`src/rtl/ql_reserved_wdt_regs.sv`:
```
// Reserved-aperture ID/scratch registers plus a programmable bus watchdog
// that default-acks and logs unanswered fabric accesses.
module ql_reserved_wdt_regs #(
  parameter int ADDRWIDTH = 7,
  parameter int DATAWIDTH = 32,
  parameter int CNTR_WIDTH = 3,
  parameter int TIMEOUT_DEFAULT = 7,
  parameter logic [ADDRWIDTH-1:0] ADR_TO_ADDR = 7'h7A,
  parameter logic [ADDRWIDTH-1:0] ADR_TO_STATUS = 7'h7B,
  parameter logic [ADDRWIDTH-1:0] ADR_TO_CFG = 7'h7C,
  parameter logic [ADDRWIDTH-1:0] ADR_SCRATCH = 7'h7D,
  parameter logic [ADDRWIDTH-1:0] ADR_CUST_PROD = 7'h7E,
  parameter logic [ADDRWIDTH-1:0] ADR_REVISIONS = 7'h7F,
  parameter logic [7:0] CUSTOMER_ID = 8'h01,
  parameter logic [7:0] PRODUCT_ID = 8'h00,
  parameter logic [15:0] MAJOR_REV = 16'h0002,
  parameter logic [15:0] MINOR_REV = 16'h0000,
  parameter logic [DATAWIDTH-1:0] DEF_REG_VALUE = 32'hDEF_FAB_AC
) (
  input  logic                 WBs_CLK_i,
  input  logic                 WBs_RST_n_i,
  input  logic [ADDRWIDTH-1:0] WBs_ADR_i,
  input  logic                 WBs_CYC_QL_Reserved_i,
  input  logic                 WBs_CYC_i,
  input  logic                 WBs_STB_i,
  input  logic                 WBs_WE_i,
  input  logic [3:0]           WBs_BYTE_STB_i,
  input  logic [DATAWIDTH-1:0] WBs_DAT_i,
  input  logic                 WBs_ACK_i,
  output logic [DATAWIDTH-1:0] WBs_DAT_o,
  output logic                 WBs_ACK_o,
  output logic                 Timeout_Irq_o
);

  typedef enum logic [1:0] {IDLE, COUNT, TACK} state_t;

  localparam logic [CNTR_WIDTH-1:0] TDEF = CNTR_WIDTH'(TIMEOUT_DEFAULT);
  localparam logic [31:0] CFG_MASK =
    {1'b1, {(31-CNTR_WIDTH){1'b0}}, {CNTR_WIDTH{1'b1}}};
  localparam logic [31:0] CFG_RST =
    {1'b0, {(31-CNTR_WIDTH){1'b0}}, TDEF};

  state_t state_q, state_d;
  logic [CNTR_WIDTH-1:0] cntr_q, cntr_d;
  logic [CNTR_WIDTH-1:0] tval;
  logic [31:0] scratch_q, cfg_q, rdata;
  logic flag_q;
  logic [7:0] tcnt_q, tbase;
  logic [ADDRWIDTH-1:0] tadr_q;
  logic res_ack, tack, wr, w1c;

  function automatic logic [31:0] lanes(
    input logic [31:0] o,
    input logic [31:0] n,
    input logic [3:0]  be
  );
    lanes = o;
    for (int i = 0; i < 4; i++)
      if (be[i]) lanes[8*i +: 8] = n[8*i +: 8];
  endfunction

  assign tval = cfg_q[CNTR_WIDTH-1:0];
  assign res_ack = WBs_CYC_QL_Reserved_i & WBs_STB_i & ~WBs_ACK_o;
  assign tack = (state_q == TACK);
  assign wr = res_ack & WBs_WE_i;
  assign w1c = wr & (WBs_ADR_i == ADR_TO_STATUS)
             & WBs_BYTE_STB_i[0] & WBs_DAT_i[0];
  // a clear landing with a timeout log is applied first, then the log
  assign tbase = w1c ? 8'h00 : tcnt_q;

  always_comb begin
    state_d = state_q;
    cntr_d = cntr_q;
    unique case (state_q)
      IDLE: begin
        if (WBs_CYC_i & WBs_STB_i & ~WBs_CYC_QL_Reserved_i
            & (tval != '0)) begin
          state_d = COUNT;
          cntr_d = tval;
        end
      end
      COUNT: begin
        if (WBs_ACK_i)
          state_d = IDLE;
        else if (!(WBs_CYC_i & WBs_STB_i))
          state_d = IDLE;
        else if (cntr_q == CNTR_WIDTH'(1))
          state_d = TACK;
        else
          cntr_d = cntr_q - CNTR_WIDTH'(1);
      end
      TACK: state_d = IDLE;
      default: state_d = IDLE;
    endcase
  end

  always_comb begin
    rdata = DEF_REG_VALUE;
    case (WBs_ADR_i)
      ADR_TO_ADDR:
        rdata = {{(DATAWIDTH-ADDRWIDTH){1'b0}}, tadr_q};
      ADR_TO_STATUS: rdata = {16'h0, tcnt_q, 7'h0, flag_q};
      ADR_TO_CFG: rdata = cfg_q;
      ADR_SCRATCH: rdata = scratch_q;
      ADR_CUST_PROD: rdata = {16'h0, CUSTOMER_ID, PRODUCT_ID};
      ADR_REVISIONS: rdata = {MAJOR_REV, MINOR_REV};
      default: rdata = DEF_REG_VALUE;
    endcase
  end

  always_ff @(posedge WBs_CLK_i) begin
    if (!WBs_RST_n_i) begin
      state_q <= IDLE;
      cntr_q <= '0;
      WBs_ACK_o <= 1'b0;
      WBs_DAT_o <= '0;
      Timeout_Irq_o <= 1'b0;
      scratch_q <= '0;
      cfg_q <= CFG_RST;
      flag_q <= 1'b0;
      tcnt_q <= '0;
      tadr_q <= '0;
    end else begin
      state_q <= state_d;
      cntr_q <= cntr_d;
      WBs_ACK_o <= res_ack | tack;
      if (tack)
        WBs_DAT_o <= DEF_REG_VALUE;
      else if (res_ack)
        WBs_DAT_o <= rdata;
      Timeout_Irq_o <= flag_q & cfg_q[31];
      if (wr && WBs_ADR_i == ADR_SCRATCH)
        scratch_q <= lanes(scratch_q, WBs_DAT_i, WBs_BYTE_STB_i);
      if (wr && WBs_ADR_i == ADR_TO_CFG)
        cfg_q <= lanes(cfg_q, WBs_DAT_i, WBs_BYTE_STB_i) & CFG_MASK;
      if (tack) begin
        flag_q <= 1'b1;
        tcnt_q <= (tbase == 8'hFF) ? tbase : tbase + 8'd1;
        tadr_q <= WBs_ADR_i;
      end else if (w1c) begin
        flag_q <= 1'b0;
        tcnt_q <= 8'h00;
      end
    end
  end

endmodule

```
`config.mk`:
```
export PLATFORM = sky130hd
export DESIGN_NAME = ql_reserved_wdt_regs
export DESIGN_NICKNAME = d
export VERILOG_FILES = /design/src/rtl/ql_reserved_wdt_regs.sv
export SDC_FILE = /design/constraint.sdc
export NUM_CORES = 1
export LEC_CHECK = 0
export CORE_MARGIN = 5
export CORE_UTILIZATION = 48
export DETAILED_ROUTE_END_ITERATION = 16
export GPL_TIMING_DRIVEN = 1
export HOLD_SLACK_MARGIN = 0.03
export PLACE_DENSITY = 0.77
export SLEW_MARGIN = 40
export SYNTH_ARGS = -nofsm -noshare
export SYNTH_HDL_FRONTEND = slang
export SYNTH_SLANG_ARGS = --single-unit
```
`constraint.sdc`:
```
create_clock -name WBs_CLK_i -period 1.9 [get_ports WBs_CLK_i]
set_input_delay 0.38 -clock WBs_CLK_i [delete_from_list [all_inputs] [get_ports WBs_CLK_i]]
set_output_delay 0.38 -clock WBs_CLK_i [all_outputs]
set_load 0.02 [all_outputs]
```
==> metrics.md <==
| Metric | Value |
|---|---|
| Register bit count reported by yosys | 91 |
| Die area | between 0.009 and 0.01 mm² |
| Maximum vdd drop | about 410 µV |
| WL final | between 9000 and 10,000 µm |
| Switch share | 24.7% |
| Pwr Density | around 730 mW/mm² |
| GR Overflow Total | 0 |
| Combinational Power Share | a little under an eighth |
| GR Layer Usage met3 | about 4.7% |
| Number of enable flip-flop cells after synthesis | 0 |
| Commonest non-fill, non-tap cell in the layout | dfxtp_1 |
| Yosys warns | 0 |
| Reg clk slew, reported paths | 0.09 ns |
| IO Pins | 84 |
| Vias | approximately 3,500 |
| Fmax | about 550 MHz |
| RSZ-0062 raised after global routing | false |
| CP max stage delay | around 0.47 ns |
| TritonCTS clock tree | done |
| Starting Density | slightly below 50% |
| Largest net degree at the start of global routing | 49 |
| Max-cap viol count | 0 |
| Iter 0 DRT Violations | 238 |
| Int Pwr | around 2800 µW |
| Synth cell types | 43 |
| Worst skew pair latency | ~0.36 ns |
| Hold Violations, Final | 0 |
| Worst setup margin | roughly 0.09 ns |
| Critical path class | in2reg |
| GRT Util Overall | between 20% and 30% |
| Cts hold-fix bufs | 0 |
| Clock buffers created by TritonCTS | 9 |
| Clock Skews | ~0.0075 ns |
| Initial antenna violation count | 0 |
| H-tree Lvls | 3 |
| Synth area leader | dfxtp_1 |
| GR Util met1 | ~27% |
| HPWL after DPL | roughly 7000 µm |
| # rows | 32 |
| Layout cells sized above 1 | about 10% |
| First-pass GRT wire length | between 15,000 and 20,000 µm |
| Period utilisation layout | a little over nine tenths |
| Most used DFF post-synth | dfxtp_1 |
| Async S/R FF share, synth | 0% |
| Hold Crit Class | in2reg |
| Max Slew Vio Count | 0 |
| Status | complete, no violations |
| Critical Path AT | slightly above 2 ns |
| Cells along the critical path | clkdlybuf4s50_1 -> nand4_4 -> buf_4 -> nor2_2 -> and2_1 -> buf_12 -> a221oi_1 -> nor2_1 |
| Area growth syn-to-layout | 35.4% |
| Actual slew at the worst max-slew pin | ~0.7 ns |
| Vias in the first global route | approximately 3,500 |
| Routability cong. | around 0.9 |
| Most frequent cells in the layout | 91 x dfxtp_1, 82 x clkdlybuf4s50_1, 58 x nand2_1 |
| Pre-CTS WS | -0.299 ns |
| Die H | 98.2 µm |
| Detail Route Antenna Nets | 0 |
| Drt via density | ~5.4 |
| Clock Tree Root | clkbuf_8 |
| Core box area | 0.00765 mm² |
| Final nets | roughly 590 |
| Syn nets | 497 |
| Sink Count | approximately 90 |
| Power Total | 3680 µW |
| Data required time of the worst path | approximately 2.1 ns |
| Wire per inst | around 15 µm |
| Placed Cells | ~630 |
| Cell Area, Synth | roughly 0.0037 mm² |
| # setup viols final | 0 |
| Clock Path Buffers | 2 |
| Clock power share | approximately a third |
| GR peak layer | met2 |
| DR DRC count | 0 |
| CP endpoint kind | flip-flop |
| Sequential share of power | 53.6% |
| Setup crit start kind | primary input |
| Met2 usage | ~35% |
| Die width | between 90 and 100 µm |
| Max_slew headroom | between 50% and 60% |
| Non-Filler Instances | 646 |
| # diodes | 0 |
| Critical path's slowest cell | clkdlybuf4s50_1 |
| Synth area leaders | dfxtp_1 49%, o21ai_0 6.3%, nand2_1 5.8% |
| Seq/Total Area, Yosys | a little under 50% |
| Post-Synthesis Cells | approximately 450 |
| Net Switching | between 900 and 1000 µW |
| LEAKAGE | 0.00195 µW |
| Crit-path max FO | 21 |
| Port-buffer cells | just over 80 |
| Yosys top cell area share | 48.8% |
| DRT Pass-1 Iters | 4 |
| Syn Area/Cell | approximately 8.4 µm² |
| Fin crit period | roughly 1.8 ns |
| Fillers | between 600 and 700 |
state kept, by name, summed over array words and instances (netlist names):
signal / cells
flag_q: 1
scratch_q: 32
cntr_q: 3
tadr_q: 7
tcnt_q: 8
WBs_ACK_o: 1
state_q: 2
WBs_DAT_o: 32
cfg_q: 4
Timeout_Irq_o: 1
cells by family (layout without fill, tap and decap cells):
| logic type | after synthesis | count (layout) | synth area share [%] |
|---|---|---|---|
| AO/OA/AOI/OAI | 119 | 119 | 18.3 |
| adder cells (fa/ha/maj) | 2 | 2 | 0.671 |
| multiplexers | 16 | 16 | 4.33 |
| flip-flops | 91 | 91 | 48.8 |
| XOR/XNOR | 1 | 1 | 0.235 |
| buffers and inverters | 35 | 134 | 4.06 |
| AND/OR/NAND/NOR | 181 | 181 | 23.6 |
layout make-up:
cell class                 instances  area, µm²  area share (%)
sequential                        91       1820            36.0
multi-input combinational        319       1760            34.8
timing repair buffer             115       1140            22.6
clock buffer                      10        128            2.53
tap                              102        128            2.53
clock inverter                     6       66.3            1.31
inverter                           3       11.3           0.223
stage by stage:
| stage | setup TNS [ns] | util [%] | hold slack, ns | instance area, µm² |
|---|---|---|---|---|
| 2_1_floorplan | 0 | - | 0.429 | 3730 |
| 3_3_place_gp | -10.82 | 63.4 | 0.438 | 4850 |
| 3_5_place_dp | -15.35 | 63.4 | 0.443 | 4850 |
| 4_1_cts | 0 | 66.0 | 0.314 | 5050 |
| 5_1_grt | 0 | 66.1 | 0.324 | 5050 |
| 6_report | 0 | 66.1 | 0.324 | 5050 |
what timing repair did:
action | in CTS | in global routing
resized for setup | 0 | 0
setup buffers | 0 | 1
setup endpoints to repair | 0 | 6
cells in the mapped netlist (3+ instances only):
library cell	instances
a31oi_1	5
nand2_1	58
nor2b_1	4
dfxtp_1	91
clkbuf_1	25
a22oi_1	4
a22o_1	8
and3_1	7
o211ai_1	3
nor3_1	5
nand4_1	3
buf_2	4
inv_1	3
nand3_1	39
nand2b_1	4
mux2i_1	15
nor4_1	4
o21ai_0	47
nor2_1	42
a21oi_1	40
routing by layer:
metal,vias up,wire [µm]
li1,1757,-
met1,1658,4500
met2,92,4750
met3,11,464
met4,0,184
met5,-,0
worst paths after layout:
path                                                 start                    endpoint  slack (ns)  cells after the start
worst max-delay path                          WBs_ADR_i[6]   WBs_DAT_o[5]$_SDFFE_PN0P_        0.09                      8
worst min-delay path                           WBs_RST_n_i       cfg_q[0]$_SDFFE_PN1P_        0.32                      2
worst max register to register        WBs_ACK_o$_SDFF_PN0_  scratch_q[10]$_SDFFE_PN0P_        0.26                      7
worst min register to register  scratch_q[23]$_SDFFE_PN0P_  scratch_q[23]$_SDFFE_PN0P_        0.45                      2
power groups by stage:
| stage | clock network (µW) | registers (µW) | logic, µW |
|---|---|---|---|
| 2_1_floorplan | 0 | 2060 | 128 |
| 3_3_place_gp | 0 | 2020 | 419 |
| 3_5_place_dp | 0 | 2020 | 426 |
| 4_1_cts | 1300 | 1970 | 429 |
| 5_1_grt | 1380 | 1980 | 459 |
| 6_report | 1280 | 1970 | 427 |
worst max-delay path, delay by kind of cell:
family                 cells  cell delay, ns
AND/OR/NAND/NOR            4            0.50
AO/OA/AOI/OAI              1            0.38
buffers and inverters      3            0.77
No activity file was read; power rests on OpenSTA's default activity.
